--- config.mk ---
export PLATFORM = sky130hd
export DESIGN_NAME = vote_session_ctrl
export DESIGN_NICKNAME = d
export VERILOG_FILES = /design/src/rtl/vote_session_ctrl.sv
export SDC_FILE = /design/constraint.sdc
export NUM_CORES = 1
export LEC_CHECK = 0
export ABC_CLOCK_PERIOD_IN_PS = 2800
export BUFFER_PORTS_ARGS = -buffer_cell sky130_fd_sc_hd__buf_2
export CAP_MARGIN = 20
export CORE_ASPECT_RATIO = 1.75
export CORE_MARGIN = 4
export CORE_UTILIZATION = 30
export CTS_CLUSTER_SIZE = 25
export DETAILED_ROUTE_END_ITERATION = 7
export GPL_TIMING_DRIVEN = 1
export PLACE_DENSITY = 0.46
export SLEW_MARGIN = 10
export SYNTH_ARGS = -nofsm -noshare
export SYNTH_HDL_FRONTEND = slang
export SYNTH_SLANG_ARGS = --single-unit
--- constraint.sdc ---
create_clock -name clk -period 2.8 [get_ports clk]
set_input_delay 0.42 -clock clk [delete_from_list [all_inputs] [get_ports clk]]
set_output_delay 0.42 -clock clk [all_outputs]
set_load 0.01 [all_outputs]
--- src/rtl/vote_session_ctrl.sv ---
// Session sequencer for the five-voter majority experiment. It opens a timed
// voting window, latches sticky per-voter "yes" flags, and tallies them when
// the window times out or all voters are in. It then presents count/pass for
// a fixed hold period.

// One voter's sticky yes flag. The flag clears when a session opens and sets
// on any sampled vote while the window is open. It never retracts.
module vote_lane (
  input  logic clk,
  input  logic rst,
  input  logic clr,
  input  logic en,
  input  logic v,
  output logic q
);
  // Sticky set and session clear. The clear wins so a restart starts clean.
  always_ff @(posedge clk) begin
    if (rst || clr) q <= 1'b0;
    else if (en && v) q <= 1'b1;
  end
endmodule

module vote_session_ctrl #(
  parameter int WINDOW = 100,
  parameter int HOLD   = 50,
  parameter int THRESH = 3,
  parameter int CW     = 8
) (
  input  logic          clk,
  input  logic          rst,
  input  logic          start,
  input  logic [4:0]    vote,
  output logic          busy,
  output logic          voting,
  output logic [4:0]    latched,
  output logic [CW-1:0] remaining,
  output logic [2:0]    count,
  output logic          pass,
  output logic          done
);
  localparam int NUM_LANES = 5;
  localparam logic [CW-1:0] WIN_LD  = CW'(WINDOW);
  localparam logic [CW-1:0] HOLD_LD = CW'(HOLD);

  typedef enum logic [1:0] {IDLE, VOTING, TALLY, RESULT} state_t;
  state_t state;

  logic                 open_sess;
  logic                 lat_en;
  logic [NUM_LANES-1:0] merged;
  logic                 all_in;
  logic                 cnt_last;
  logic [2:0]           pop;

  // Session-level control terms shared by the lanes and the FSM. merged
  // includes this cycle's votes, so a full house closes the window on the
  // same edge that latches the fifth flag.
  always_comb begin
    open_sess = start && ((state == IDLE) || (state == RESULT));
    lat_en    = (state == VOTING);
    merged    = latched | vote;
    all_in    = &merged;
    cnt_last  = (remaining == CW'(1));
  end

  // Popcount of the latched flags. It is only sampled in TALLY, where the
  // flags are frozen.
  always_comb begin
    pop = '0;
    for (int i = 0; i < NUM_LANES; i++) pop = pop + 3'(latched[i]);
  end

  genvar g;
  generate
    for (g = 0; g < NUM_LANES; g++) begin : g_lane
      vote_lane u_lane (
        .clk (clk),
        .rst (rst),
        .clr (open_sess),
        .en  (lat_en),
        .v   (vote[g]),
        .q   (latched[g])
      );
    end
  endgenerate

  // Main sequencer. All outputs except latched are registered here.
  // A restart from RESULT is checked before hold expiry so it takes
  // priority. remaining is nonzero only in VOTING/TALLY/RESULT.
  always_ff @(posedge clk) begin
    if (rst) begin
      state     <= IDLE;
      remaining <= '0;
      count     <= '0;
      pass      <= 1'b0;
      done      <= 1'b0;
      busy      <= 1'b0;
      voting    <= 1'b0;
    end else begin
      done <= 1'b0;
      case (state)
        IDLE: begin
          if (start) begin
            state     <= VOTING;
            remaining <= WIN_LD;
            count     <= '0;
            pass      <= 1'b0;
            busy      <= 1'b1;
            voting    <= 1'b1;
          end
        end
        VOTING: begin
          remaining <= remaining - CW'(1);
          if (cnt_last || all_in) begin
            state  <= TALLY;
            voting <= 1'b0;
          end
        end
        TALLY: begin
          state     <= RESULT;
          count     <= pop;
          pass      <= (int'(pop) >= THRESH);
          done      <= 1'b1;
          remaining <= HOLD_LD;
        end
        RESULT: begin
          if (start) begin
            state     <= VOTING;
            remaining <= WIN_LD;
            count     <= '0;
            pass      <= 1'b0;
            voting    <= 1'b1;
          end else if (cnt_last) begin
            state     <= IDLE;
            remaining <= '0;
            busy      <= 1'b0;
          end else begin
            remaining <= remaining - CW'(1);
          end
        end
        default: begin
          state     <= IDLE;
          remaining <= '0;
          busy      <= 1'b0;
          voting    <= 1'b0;
        end
      endcase
    end
  end
endmodule

# --- Word-level counts from Yosys, hierarchy flattened ---
# Cells that the tools add are included.
# Widths: inputs -> output; s select.
classes:
  add_sub_neg: 5
  order_cmp: 1
  eq_ne: 10
  muxes: 20
  n_bitwise: 1
  n_reduce_logical: 19
ops:
  columns: ["operator", "count"]
  rows:
  - ["$pmux 8 s4", 1]
  - ["$mux 8", 3]
  - ["$eq 8x1->1 const B", 1]
  - ["$mux 2", 4]
  - ["$ne 2x2->1 const B", 4]
  - ["$pmux 2 s4", 1]
  - ["$sub 8x1->8 const B", 1]
  - ["$add 3x1->3", 2]
  - ["$logic_and 1x1->1", 6]
  - ["$mux 1", 6]
  - ["$pmux 1 s2", 3]
  - ["$pmux 3 s2", 1]
  - ["$reduce_and 3->1", 2]
  - ["$reduce_bool 2->1", 3]
  - ["$or 5x5->5", 1]
  - ["$reduce_and 5->1", 1]
  - ["$eq 2x2->1 const B", 2]
  - ["$reduce_and 4->1", 1]
  - ["$add 2x1->3", 1]
  - ["$ge 3x2->1 const B", 1]
  - ["$logic_or 1x1->1", 3]
  - ["$mux 3", 1]
  - ["$ne 3x3->1 const B", 1]
  - ["$add 1x1->2", 1]
  - ["5 further kinds", 5]
word_totals:
  register_bits: 22
  in_bits: 8
  output_inout_bits: 20

# --- Depth between registers and ports, before layout ---
# Gate-level depths: netlist (run 1).
logic_depth:
  depth_word: 6
  ltp_mapped: 10
  depth_no_buf: 10

# --- By module ---
# From an unflattened synthesis (run 1), not the netlist that was laid out.
hier_totals:
  hier_cells: 153
  hier_area_um2: 1315.0
modules_own_cells:
  columns: ["mod", "n_inst", "cells_each", "area_each_um2", "seq_area_each_um2"]
  rows:
  - ["vote_session_ctrl", 1, 138, 1121.1, 340.3]
  - ["vote_lane", 5, 3, 38.8, 20.0]

# --- Worst setup path before layout (run 1) ---
# Ideal clock, no wire load.
synth_timing:
  kind: "register to register"
  startpoint: "register g_lane[0].u_lane.q"
  endpoint: "register pass"
  t_arrival_ps: 2002
  required_ps: 2672
  slack_ps: 671
  stages_incl_launch_ff: 11
  path_buffers: 0
  synth_period_minus_slack_ps: 2129
  cell_sequence: "dfxtp_1 -> inv_1 -> fa_1 -> fa_1 -> inv_1 -> ha_1 -> nor3b_1 -> nor3_1 -> nor2_1 -> a21oi_1 -> nor2_1"
synth_via:
  elab_chain_cells: 6
synth_lines:
  columns: ["item", "line_no", "text"]
  rows:
  - ["from (decl)", "14", "output logic q"]
  - ["from (signal assigned)", "18", "if (rst || clr) q <= 1'b0;"]
  - ["from (signal assigned)", "19", "else if (en && v) q <= 1'b1;"]
  - ["$add 1x1->2", "70", "for (int i = 0; i < NUM_LANES; i++) pop = pop + 3'(latched[i]);"]
  - ["$add 2x1->3", "70", null]
  - ["$add 3x1->3 (2 in a row)", "70", null]
  - ["$ge 3x2->1", "122", "pass <= (int'(pop) >= THRESH);"]
  - ["$pmux 1 s2", "101", "case (state)"]
  - ["to (signal assigned)", "122", null]
  - ["to (decl)", "38", "output logic pass,"]
# Every way passes these cells.
# A chain may end at the register's enable or synchronous reset.

# --- Worst setup path in the final report (run 1) ---
# Same ends and word-level chain as after synthesis.

==> impl_metrics.yaml, run 1 <==
outcome:
  status: "complete, no violations"
clock_network:
  clock-sinks: 22
  root_buffer: "clkbuf_8"
  cts_buffers: 3
  hold_buffers: 0
  cts_resized: 0
  clockBufferDepth: 2
  clock_latency_ns: 0.27
  tritoncts: "yes"
  postCtsSetupRepairBufs: 0
  htreeDepth: 1
  clk_pin_slew_ns: 0.09
finish:
  area_delta_synth_final_pct: 15.7
  multiInputGateArea_um2: 744
  final_nets: 193
  drive_gt1_frac: 0.236
  stdcell_area_um2: 1510
  diodes: 0
  nFillCells: 451
  register_area_um2: 440
routing:
  routed_via_density: 5.09
  vias: 1136
  postRouteAntennaNets: 0
  drcViolationCount: 0
  drtIter0Drc: 12
  wl_um: 3150
  wl_per_cell_um: 14.1
  firstDrtPassIters: 4
synth:
  syn_nets: 173
  yosysSeqAreaShare: 0.338
  ys_ff_latch: 22
  ys_types: 38
  syn_inst: 155
  synth_flop_cell: "dfxtp_1"
  avgSynthCellArea_um2: 8.40
  synth_warnings: 0
  synth_area_um2: 1300
  async_flop_share: 0
  synth_edf_count: 0
power:
  powerDensity_nw_per_um2: 1050
  power_w: 0.00158
  leakagePower_nw: 0.652
  vdd_drop_max_mv: 0.376
floorplan:
  coreArea_um2: 4150
  boundaryPins: 28
  initial_core_util: 0.314
  fp-row-count: 31
  die_area_um2: 5500
  die_x_um: 57.8
  fp.dieH_um: 95.1
sta:
  fmax_ghz: 0.445
  worst_slew_pin_slew_ns: 0.575
  slew_viol_final: 0
  finalSetupTns_ns: 0
  min_period_ns: 2.25
  slew-limit-headroom: 0.616
  timing.final.ws_setup_ns: 0.552
  hold_ws_ns: 0.406
  period_share: 0.803
  rsz0062_at_grt: "no"
  hold_viol_final: 0
  finClkSkew_ns: 0.0109
  setup_violations: 0
global_route:
  grt_usage: 0.128
  first_global_vias: 1179
  grt_max_degree: 21
  grt_overflow: 0
  grt_pass1_wl_um: 5440
  antenna_found_initial: 0
setup_path:
  crit_fanout: 4
  cp-end-kind: "flop"
  crit_required_ns: 2.96
  criticalPathCategory: "flop to flop"
  cp_data_arrival_time_ns: 2.40
  critPathLaunchType: "flop"
placement:
  portBuffers: 27
  place_area_um2: 1430
  pre_cts_ws_ns: 0.563
  gp_congestion: 0.706
  hpwl_um: 2430
min_path:
  min_path_type: "input port to flop"
job:
  cap_violations: 0
## cell usage in the layout (no fill, tap or decap), types with 2 or more instances in the layout
cell and instances:
o211ai_1 3, nor3b_1 6, inv_1 14, a211oi_1 5, fa_1 2, ha_1 8, or3_1 4, nor2b_1 2
o41ai_1 2, clkbuf_8 3, nor2_1 25, a21oi_1 18, o21a_1 2, nor3_1 2, mux2_2 2, o22ai_1 2
nand2_1 3, buf_2 27, a21o_1 3, dfxtp_1 22
## synthesized netlist by cell type, drive strengths merged, types with 4 or more instances
cell	instances	area share
dfxtp	22	0.34
a21oi	18	0.069
nor3b	6	0.035
nor2	25	0.072
a211oi	5	0.029
ha	8	0.077
inv	14	0.040
or3	4	0.019
buf	5	0.029
clkbuf	7	0.020
## final timing paths
| check | cells past startpoint | from | slack [ns] | endpoint |
|---|---|---|---|---|
| worst min-delay path | 3 | vote[0] | 0.41 | g_lane[0].u_lane.q$_SDFFE_PP0P_ |
| worst max-delay path | 10 | g_lane[0].u_lane.q$_SDFFE_PP0P_ | 0.55 | pass$_SDFFE_PP0P_ |
| worst max register to register | 10 | g_lane[0].u_lane.q$_SDFFE_PP0P_ | 0.55 | pass$_SDFFE_PP0P_ |
| worst min register to register | 1 | remaining[7]$_SDFFE_PP0P_ | 0.50 | remaining[7]$_SDFFE_PP0P_ |
## power breakdown
| part | leakage (nW) | internal (W) | total [W] | switching [W] |
|---|---|---|---|---|
| Combinational | 0.437 | 0.000328 | 0.000800 | 0.000472 |
| Clock | 0.0357 | 0.000191 | 0.000301 | 0.000109 |
| Sequential | 0.180 | 0.000391 | 0.000478 | 0.0000865 |
| Total | 0.652 | 0.000910 | 0.00158 | 0.000668 |
## routing by layer
metal | GRT usage | part of all wire | vias to the layer above
li1 | - | - | 574
met1 | 0.135 | 0.40 | 528
met2 | 0.236 | 0.52 | 29
met3 | 0.0257 | 0.054 | 5
met4 | 0.0600 | 0.020 | 0
met5 | 0 | 0 | -
## worst max-delay path, cell delays in order (launching register included)
cell and delay (ns):
dfxtp_1 0.38, inv_1 0.08, fa_1 0.49, fa_1 0.36
inv_1 0.08, ha_1 0.23, nor3b_1 0.14, nor3_1 0.13
nor2_1 0.06, a21oi_1 0.14, nor2_1 0.05
## per-stage QoR
step           utilization  std cells
6_report             0.363        223
5_1_grt              0.363        223
4_1_cts              0.363        223
3_5_place_dp         0.345        219
3_3_place_gp         0.345        219
2_1_floorplan            -        155
## kinds of logic (layout without fill, tap and decap cells)
family | after synthesis | in the layout | share of synthesized area
and+or+nand+nor | 48 | 48 | 0.188
adders and majority gates | 10 | 10 | 0.108
buffers and inverters | 26 | 45 | 0.0894
DFF | 22 | 22 | 0.338
AOI/OAI and AO/OA | 46 | 46 | 0.252
muxes | 3 | 3 | 0.0250
## final cells by class
type                       count  share of cell area
tap                           49              0.0407
multi-input combinational    107               0.495
clock buffer                   3              0.0274
timing repair buffer          27              0.0898
sequential                    22               0.293
inverter                      14              0.0349
clock inverter                 1              0.0200
## registers in the layout, indices dropped and copies added, names as in the netlist
| name | count |
|---|---|
| remaining | 8 |
| g_lane.u_lane.q | 5 |
| count | 3 |
| state | 2 |
| busy | 1 |
| done | 1 |
| pass | 1 |
| voting | 1 |
No activity file was read; power rests on OpenSTA's default activity.
==> inputs of run 2 (changes only) <==
Settings changed: ABC_AREA set to 1, ABC_CLOCK_PERIOD_IN_PS 2800 to 2100.
Clock period 2.8 ns to 2.1 ns, I/O delays scaled along.
==> impl_metrics.yaml, run 2 <==
outcome:
  status: "complete, no violations"
floorplan:
  fp-row-count: 31
  die_area_um2: 5480
  die_x_um: 57.7
  coreArea_um2: 4150
  boundaryPins: 28
  fp.dieH_um: 95
  initial_core_util: 0.313
clock_network:
  htreeDepth: 1
  cts_resized: 0
  clock-sinks: 22
  hold_buffers: 0
  postCtsSetupRepairBufs: 0
  root_buffer: "clkbuf_8"
  cts_buffers: 3
  clock_latency_ns: 0.26
  clk_pin_slew_ns: 0.08
  clockBufferDepth: 2
  tritoncts: "yes"
placement:
  hpwl_um: 2540
  dp.cells: 251
  portBuffers: 27
  gp_congestion: 0.804
finish:
  final_cells: 255
  regMostFlops: "remaining"
  layout_common_cells: "nand2_1 (29), inv_1 (28), buf_2 (27)"
  diodes: 0
  area_delta_synth_final_pct: 17.6
  drive_gt1_frac: 0.238
  largest_reg_flops: 8
  final_common_cell: "nand2_1"
  final_nets: 225
  nFillCells: 445
  reg_top3: "remaining x8, g_lane.u_lane.q x5, count x3"
synth:
  async_flop_share: 0
  ys_top_cells_by_count: "nand2_1 (29), inv_1 (28), dfxtp_1 (22), nor2_1 (22), a21oi_1 (17)"
  yosys.cell_count.top_type: "nand2_1"
  synth_edf_count: 0
  ys_types: 25
  ys_ff_latch: 22
  synth_flop_cell: "dfxtp_1"
  syn_inst: 179
  synth_warnings: 0
  ys_top_cells_by_area: "dfxtp_1 (34%), nand2_1 (8.4%), inv_1 (8.1%), ha_1 (7.7%), a21oi_1 (6.6%)"
  avgSynthCellArea_um2: 7.25
  synth_top_area_frac: 0.339
  yosysTopAreaCell: "dfxtp_1"
  synth_area_um2: 1300
  yosysSeqAreaShare: 0.339
  syn_nets: 197
sta:
  rsz0062_at_grt: "no"
  finalSetupTns_ns: 0
  worst_slew_pin_slew_ns: 0.585
  fmax_ghz: 0.515
  slew_viol_final: 0
  finClkSkew_ns: 0.00302
  slew-limit-headroom: 0.606
  period_share: 0.924
  hold_viol_final: 0
  min_period_ns: 1.94
  setup_violations: 0
setup_path:
  cp-end-kind: "flop"
  reg2reg_slack_ns: 0.16
  r2r_start: "g_lane[0].u_lane.q$_SDFFE_PP0P_"
  critPathLaunchType: "flop"
  cp_data_arrival_time_ns: 2.15
  crit_required_ns: 2.31
  endpoint: "pass$_SDFFE_PP0P_"
  crit_fanout: 2
  criticalPathCategory: "flop to flop"
  rr_worst_depth: 9
  cp-startpoint: "g_lane[0].u_lane.q$_SDFFE_PP0P_"
  worst_r2r_endpoint: "pass$_SDFFE_PP0P_"
power:
  swShare: 0.447
  powerDensity_nw_per_um2: 1290
  comb_power_share: 0.531
  leakagePower_nw: 0.711
  seqPwrFrac: 0.317
  vdd_drop_max_mv: 0.508
  pwr-share-clk: 0.152
  intPower_w: 0.00109
  p_sw_w: 0.000882
global_route:
  first_global_vias: 1222
  grt_overflow: 0
  grt_pass1_wl_um: 5380
  antenna_found_initial: 0
  grt_max_degree: 13
  grt_usage: 0.126
job:
  cap_violations: 0
routing:
  drcViolationCount: 0
  wl_um: 3080
  drtIter0Drc: 40
  vias: 1181
  postRouteAntennaNets: 0
  firstDrtPassIters: 4
  routed_via_density: 4.63
  wl_per_cell_um: 12.1
min_path:
  min_path_type: "input port to flop"
==> run 2: critical path: stages (launching register included) <==
cell and delay [ns]:
dfxtp_2 0.33, inv_1 0.05, fa_1 0.50, fa_1 0.37
inv_1 0.08, ha_1 0.14, inv_1 0.04, o311ai_1 0.25
nand2_1 0.08, inv_1 0.05
==> run 2: logic make-up after synthesis <==
| family | after synthesis | share of synthesized area |
|---|---|---|
| xor+xnor | 5 | 0.0338 |
| compound gates | 33 | 0.143 |
| flops | 22 | 0.339 |
| simple gates | 74 | 0.260 |
| fa+ha+maj | 10 | 0.108 |
| buf+inv | 35 | 0.116 |
==> run 2: power by group through the flow <==
| stage | registers [W] | clock network (W) | logic (W) |
|---|---|---|---|
| 5_1_grt | 0.000644 | 0.000333 | 0.00122 |
| 4_1_cts | 0.000625 | 0.000319 | 0.00107 |
| 3_5_place_dp | 0.000634 | 0 | 0.00107 |
| 3_3_place_gp | 0.000633 | 0 | 0.00106 |
| 6_report | 0.000625 | 0.000300 | 0.00105 |
| 2_1_floorplan | 0.000645 | 0 | 0.000771 |
==> run 2: through the flow <==
step                      power [W]   util  cell area (µm²)  hold WS, ns  setup slack, ns
after floorplan             0.00142      -             1300        0.377            0.160
after global placement      0.00169  0.354             1470        0.453            0.122
after detailed placement    0.00170  0.354             1470        0.455           0.0897
after CTS                   0.00201  0.367             1520        0.313           0.0670
after global routing        0.00219  0.368             1530        0.319          0.00195
final                       0.00197  0.368             1530        0.321            0.159
==> run 2: worst min-delay path by stage <==
stage | from | to | cells after the start
floorplan | rst | state[1]$_SDFFE_PP0P_ | 1
finish | vote[3] | g_lane[3].u_lane.q$_SDFFE_PP0P_ | 3
detailed placement | count[2]$_SDFFE_PP0P_ | count[2]$_SDFFE_PP0P_ | 2
global placement | busy$_SDFFE_PP0P_ | busy$_SDFFE_PP0P_ | 2
CTS | vote[2] | g_lane[2].u_lane.q$_SDFFE_PP0P_ | 3
global route | vote[2] | g_lane[2].u_lane.q$_SDFFE_PP0P_ | 3
==> run 2: layout make-up <==
type                            instances  area [µm²]  share of cell area
Multi-Input combinational cell        122         707               0.463
Sequential cell                        22         443               0.290
Timing Repair Buffer                   29         150              0.0984
Inverter                               29         109              0.0714
Tap cell                               49        61.3              0.0402
Clock buffer                            4        55.1              0.0361
==> run 2: layer usage <==
metal / track usage / wire (µm) / up-vias
met1: 0.131 / 1170 / 530
met4: 0.0484 / 70 / 0
li1: - / - / 618
met5: 0 / 0 / -
met2: 0.241 / 1690 / 27
met3: 0.0246 / 156 / 6
